===== src/rtl/offchip_arbiter.sv =====
// Round-robin arbiter sharing one off-chip memory port between I-cache, D-cache and aux
// requesters; runs one full line transfer at a time with a ready watchdog.
module offchip_arbiter #(
    parameter int ADDR_W  = 32,
    parameter int LINE_W  = 128,
    parameter int TIMEOUT = 1023
) (
    input  logic                clk,
    input  logic                rst,
    input  logic [2:0]          req,
    input  logic [2:0]          we,
    input  logic [3*ADDR_W-1:0] addr,
    input  logic [3*LINE_W-1:0] wdata,
    output logic [2:0]          ack,
    output logic                err,
    output logic [LINE_W-1:0]   rdata,
    output logic [1:0]          grant_id,
    output logic                busy,
    output logic [ADDR_W-1:0]   offchip_mem_addr,
    output logic [LINE_W-1:0]   offchip_mem_wdata,
    output logic                offchip_mem_read_en,
    output logic                offchip_mem_write_en,
    input  logic [LINE_W-1:0]   offchip_mem_data,
    input  logic                offchip_mem_ready,
    output logic [1:0]          dbg_state
);

    // Handshake: req[i] is a level held with addr/we/wdata stable until ack[i] pulses for one
    // cycle; the requester drops req the cycle after ack or a fresh transfer is started.
    // Toward memory, read_en/write_en stay high until offchip_mem_ready completes the line.

    typedef enum logic [1:0] {
        ST_IDLE = 2'd0,
        ST_BUSY = 2'd1,
        ST_DONE = 2'd2
    } state_e;

    localparam int CNT_W = (TIMEOUT > 2) ? $clog2(TIMEOUT) : 1;
    localparam logic [CNT_W-1:0] CNT_LAST = CNT_W'((TIMEOUT > 0) ? TIMEOUT - 1 : 0);
    localparam bit WDOG_EN = (TIMEOUT != 0);
    localparam logic [ADDR_W-1:0] ALIGN_MASK = ~ADDR_W'(15);

    state_e             state_q, state_d;
    logic [1:0]         last_grant_q, last_grant_d;
    logic [CNT_W-1:0]   cnt_q, cnt_d;
    logic [2:0]         ack_q, ack_d;
    logic               err_q, err_d;
    logic [LINE_W-1:0]  rdata_q, rdata_d;
    logic [1:0]         grant_q, grant_d;
    logic [ADDR_W-1:0]  addr_q, addr_d;
    logic [LINE_W-1:0]  wdata_q, wdata_d;
    logic               rd_en_q, rd_en_d;
    logic               wr_en_q, wr_en_d;

    logic [1:0]         pri0, pri1, pri2;
    logic [1:0]         win;
    logic [ADDR_W-1:0]  sel_addr;
    logic [LINE_W-1:0]  sel_wdata;
    logic [2:0]         grant_oh;

    // Search starts at the port after the last one served, wrapping 2 -> 0.
    always_comb begin
        pri0 = 2'd0;
        pri1 = 2'd1;
        pri2 = 2'd2;
        case (last_grant_q)
            2'd0: begin pri0 = 2'd1; pri1 = 2'd2; pri2 = 2'd0; end
            2'd1: begin pri0 = 2'd2; pri1 = 2'd0; pri2 = 2'd1; end
            default: begin pri0 = 2'd0; pri1 = 2'd1; pri2 = 2'd2; end
        endcase
        if (req[pri0]) begin
            win = pri0;
        end else if (req[pri1]) begin
            win = pri1;
        end else begin
            win = pri2;
        end
        sel_addr  = addr[win*ADDR_W +: ADDR_W];
        sel_wdata = wdata[win*LINE_W +: LINE_W];
        grant_oh  = 3'b000;
        grant_oh[grant_q] = 1'b1;
    end

    always_comb begin
        state_d      = state_q;
        last_grant_d = last_grant_q;
        cnt_d        = cnt_q;
        ack_d        = ack_q;
        err_d        = err_q;
        rdata_d      = rdata_q;
        grant_d      = grant_q;
        addr_d       = addr_q;
        wdata_d      = wdata_q;
        rd_en_d      = rd_en_q;
        wr_en_d      = wr_en_q;
        case (state_q)
            ST_IDLE: begin
                if (|req) begin
                    state_d = ST_BUSY;
                    grant_d = win;
                    addr_d  = sel_addr & ALIGN_MASK;
                    wdata_d = sel_wdata;
                    wr_en_d = we[win];
                    rd_en_d = ~we[win];
                end
            end
            ST_BUSY: begin
                cnt_d = cnt_q + CNT_W'(1);
                if (offchip_mem_ready) begin
                    rd_en_d      = 1'b0;
                    wr_en_d      = 1'b0;
                    if (rd_en_q) begin
                        rdata_d = offchip_mem_data;
                    end
                    ack_d        = grant_oh;
                    err_d        = 1'b0;
                    last_grant_d = grant_q;
                    state_d      = ST_DONE;
                end else if (WDOG_EN && (cnt_q == CNT_LAST)) begin
                    // Watchdog: complete with err so the requester is never stranded.
                    rd_en_d      = 1'b0;
                    wr_en_d      = 1'b0;
                    ack_d        = grant_oh;
                    err_d        = 1'b1;
                    last_grant_d = grant_q;
                    state_d      = ST_DONE;
                end
            end
            ST_DONE: begin
                ack_d   = 3'b000;
                err_d   = 1'b0;
                cnt_d   = '0;
                state_d = ST_IDLE;
            end
            default: begin
                state_d = ST_IDLE;
            end
        endcase
    end

    always_ff @(posedge clk or negedge rst) begin
        if (!rst) begin
            state_q      <= ST_IDLE;
            last_grant_q <= 2'd2;
            cnt_q        <= '0;
            ack_q        <= 3'b000;
            err_q        <= 1'b0;
            rdata_q      <= '0;
            grant_q      <= 2'd0;
            addr_q       <= '0;
            wdata_q      <= '0;
            rd_en_q      <= 1'b0;
            wr_en_q      <= 1'b0;
        end else begin
            state_q      <= state_d;
            last_grant_q <= last_grant_d;
            cnt_q        <= cnt_d;
            ack_q        <= ack_d;
            err_q        <= err_d;
            rdata_q      <= rdata_d;
            grant_q      <= grant_d;
            addr_q       <= addr_d;
            wdata_q      <= wdata_d;
            rd_en_q      <= rd_en_d;
            wr_en_q      <= wr_en_d;
        end
    end

    assign ack                  = ack_q;
    assign err                  = err_q;
    assign rdata                = rdata_q;
    assign grant_id             = grant_q;
    assign busy                 = (state_q != ST_IDLE);
    assign offchip_mem_addr     = addr_q;
    assign offchip_mem_wdata    = wdata_q;
    assign offchip_mem_read_en  = rd_en_q;
    assign offchip_mem_write_en = wr_en_q;
    assign dbg_state            = state_q;

endmodule


===== config.mk =====
export PLATFORM = sky130hd
export DESIGN_NAME = offchip_arbiter
export DESIGN_NICKNAME = d
export VERILOG_FILES = /design/src/rtl/offchip_arbiter.sv
export SDC_FILE = /design/constraint.sdc
export NUM_CORES = 1
export LEC_CHECK = 0
export CAP_MARGIN = 40
export CORE_AREA = 5 5 358 360
export CTS_BUF_LIST = sky130_fd_sc_hd__clkbuf_16
export DETAILED_ROUTE_END_ITERATION = 10
export DIE_AREA = 0 0 363 365
export PLACE_DENSITY = 0.37
export REMOVE_ABC_BUFFERS = 1
export SYNTH_ARGS = -nofsm -noshare
export SYNTH_HDL_FRONTEND = slang
export SYNTH_SLANG_ARGS = --single-unit

===== constraint.sdc =====
create_clock -name clk -period 3.8 [get_ports clk]
set_input_delay 0.76 -clock clk [delete_from_list [all_inputs] [get_ports clk]]
set_output_delay 0.76 -clock clk [all_outputs]
set_load 0.05 [all_outputs]

==> results.md <==
- GPL Wtd Cong: 0.8952
- Rel. slew slack: 41.11%
- Drt via density: 3.869
- First-pass GRT wire length: 132.7 mm
- Crit path kind: flop to output port
- Met3 WL: 10.22 mm
- Metal-1 WL: 38.89 mm
- CP Launch Type: flop
- Clock latency on the worst-skew pair: 0.58 ns
- Top cells by count, synth: 305 x dfrtp_1, 185 x o21ai_0, 165 x nand2_1
- Starting Density: 12.43%
- Core area: 124800 sq um
- GRT Total Usage: 13.94%
- P_leak: 10.91 nW
- Setup violators final: 0
- Detailed-route wire length per cell: 24.40 um
- Top Metal Used: met5
- Yosys warnings: 0
- Hold bufs inserted after CTS: 0
- Post-detail-place hpwl: 77.35 mm
- CP Buf/Inv Count: 3
- Synthesis-to-finish area growth: 79.63%
- Top delay family on crit path: buffers and inverters
- Crit path from: dbg_state[0]
- Worst slew pin tran: 0.8806 ns
- CTS tree: yes
- Post-synthesis cell type count: 42
- Die Width: 363 um
- Share of the synthesized area in the top cell type: 49.21%
- Crit. path cell count: 4
- CTS sink cnt: 306
- Die height: 365 um
- Hold Fails Final Rpt: 0
- Cells after synthesis: 1456
- Initial antenna violation count: 61
- Seq/Total Area, Yosys: 49.38%
- #FFs+latches synth: 306
- Arr. time, crit path: 2.47 ns
- Post-DRT Antenna Nets: 0
- Cell Pwr Density: 941.7 nW/um^2
- Most numerous cell in the Yosys netlist: dfrtp_1
- Post-Layout Inst Area: 27860 sq um
- Post-CTS sizing: 0
- Syn Area/Cell: 10.65 sq um
- Clock Skew: 0.01289 ns
- Crit path time final: 3.226 ns
- Predominant post-synthesis flop cell: dfrtp_1
- Worst flop-to-flop path startpoint: dbg_state[0]
- Critical Path Most Common Cell: inv_1
- H-tree Lvls: 2
- Pre-CTS setup slack: 0.5808 ns
- DR iter-0 viols: 769
- Synth top area cells: dfrtp_1 49%, a211oi_2 10%, mux2_2 9.6%
- # rows: 130
- I/O Pins: 916
- CTS Root Cell: clkbuf_16
- Peak supply drop: 0.0005802 V
- Tightest Hold Check Type: input pin to asynchronous set/reset pin
- Die area: 132500 sq um
- Sum Neg Setup Slack: 0 ns
- Port buffer count: 899
- RSZ-0062 raised after global routing: false
- Drt first pass iters: 5
- R2r setup slk: 1.20 ns
- Vias: 15570
- Fin. max-slew vios: 0
- Critical-path maximum fanout: 5
- TritonCTS Buffers: 43
- Final WS setup: 0.5744 ns
- Placed Area: 26470 sq um
- MaxCap Viol Count: 0
- Synth Cell Area: 15510 sq um
- Yosys top cell by area: dfrtp_1
- R2R depth: 7
- DRC viols: 0
- Post-CTS setup buffers: 0
- Vias in the first global route: 16640
- Synth async-reset ratio: 100.0%
- Number of synthesized flops with an enable pin: 0
- Max Fclk: 0.3100 GHz
- Delay of the slowest critical-path stage: 0.91 ns
- Clock-pin slew on the worst setup and hold paths: 0.06 ns
- Period utilisation layout: 84.88%
- Finished Core Util: 22.33%
- CP cell instances: inv_1 -> ha_1 -> inv_1 -> clkdlybuf4s50_1
- Clock buffer depth: 3
- Crit path required time: 3.04 ns
- Gr ovfl total: 0
- Endpoint type of the worst setup path: output port
- Largest net degree at the start of global routing: 81
- Outcome: complete, no violations
- Share of cells above drive strength 1: 16.41%
- Final WL: 98.17 mm
- Layout net count: 2941
- Met2 wire len: 46.66 mm
- Slowest-stage cell, CP: clkdlybuf4s50_1
## metal layers
layer  up-vias  GRT usage [%]
li1       7021              -
met1      7666          16.52
met2       719          22.63
met3       142          6.172
met4        20          4.605
met5         -              0
## worst reg2reg max path, stage by stage, from the launching register on
cell	delay [ns]
dfrtp_1	0.42
inv_1	0.13
ha_1	0.30
inv_1	0.14
nor2_4	0.20
buf_4	0.62
o21ai_0	0.46
o21ai_1	0.24
## cell type report
cell class	count	area, sq um
fillers	13450	96900
repair buffers	956	9667
flip-flops and latches	306	7659
multi-input cells	1007	7079
well taps	1650	2064
clock buffers	43	1076
clock inverters	30	227.7
diodes	28	70.07
inverters	4	15.01
## where the power goes
group | total (mW) | internal, mW | switching, mW
registers | 5.91 | 4.90 | 1.01
logic | 16.4 | 5.61 | 10.8
clock network | 3.88 | 2.24 | 1.64
## worst paths after layout
path / to
max: busy
min: offchip_mem_wdata[43]
max reg2reg: offchip_mem_wdata[114]
min reg2reg: offchip_mem_wdata[47]
max in group asynchronous: rdata[110]
min in group clk: offchip_mem_wdata[47]
## registers in the layout, indices dropped and copies added (netlist names)
signal and cells:
offchip_mem_wdata 128, rdata 128, offchip_mem_addr 28, cnt_q 10, ack 3, dbg_state 2
grant_id 2, last_grant_q 2, err 1, offchip_mem_read_en 1, offchip_mem_write_en 1
## per-stage QoR
stage / hold WS, ns / cells / power [mW]
2_1_floorplan: 0.4644 / 1317 / 15.81
3_3_place_gp: 0.4707 / 3920 / 22.51
6_report: 0.2000 / 4024 / 26.23
4_1_cts: 0.2171 / 3995 / 26.75
3_5_place_dp: 0.4739 / 3922 / 22.64
5_1_grt: 0.2256 / 4014 / 27.78
## kinds of logic after synthesis
group / count (synthesis) / share of synthesized area, %
compound gates: 494 / 22.93
mux: 137 / 9.907
fa+ha+maj: 6 / 0.4841
other cells: 1 / 0.02418
buf+inv: 146 / 5.333
simple gates: 361 / 11.66
xor+xnor: 5 / 0.2824
flops: 306 / 49.38
## cell usage in the layout (no fill, tap or decap), types with 4 or more instances in the layout
master | netlist | routed
buf_12 | 1 | 15
nor2_1 | 16 | 15
dfrtp_1 | 305 | 305
ha_1 | 6 | 6
inv_1 | 4 | 14
clkinv_2 | 0 | 6
a211oi_2 | 130 | 130
clkdlybuf4s50_1 | 0 | 898
a211oi_1 | 26 | 26
clkbuf_16 | 0 | 43
mux2i_1 | 5 | 5
nor2b_1 | 4 | 4
o21ai_0 | 185 | 185
conb_1 | 1 | 4
clkinv_1 | 0 | 8
diode_2 | 0 | 28
o21ai_1 | 140 | 140
buf_4 | 8 | 39
nand2_1 | 165 | 165
mux2_2 | 132 | 132
and3_1 | 157 | 157
Power figures use the tool's default switching activity.
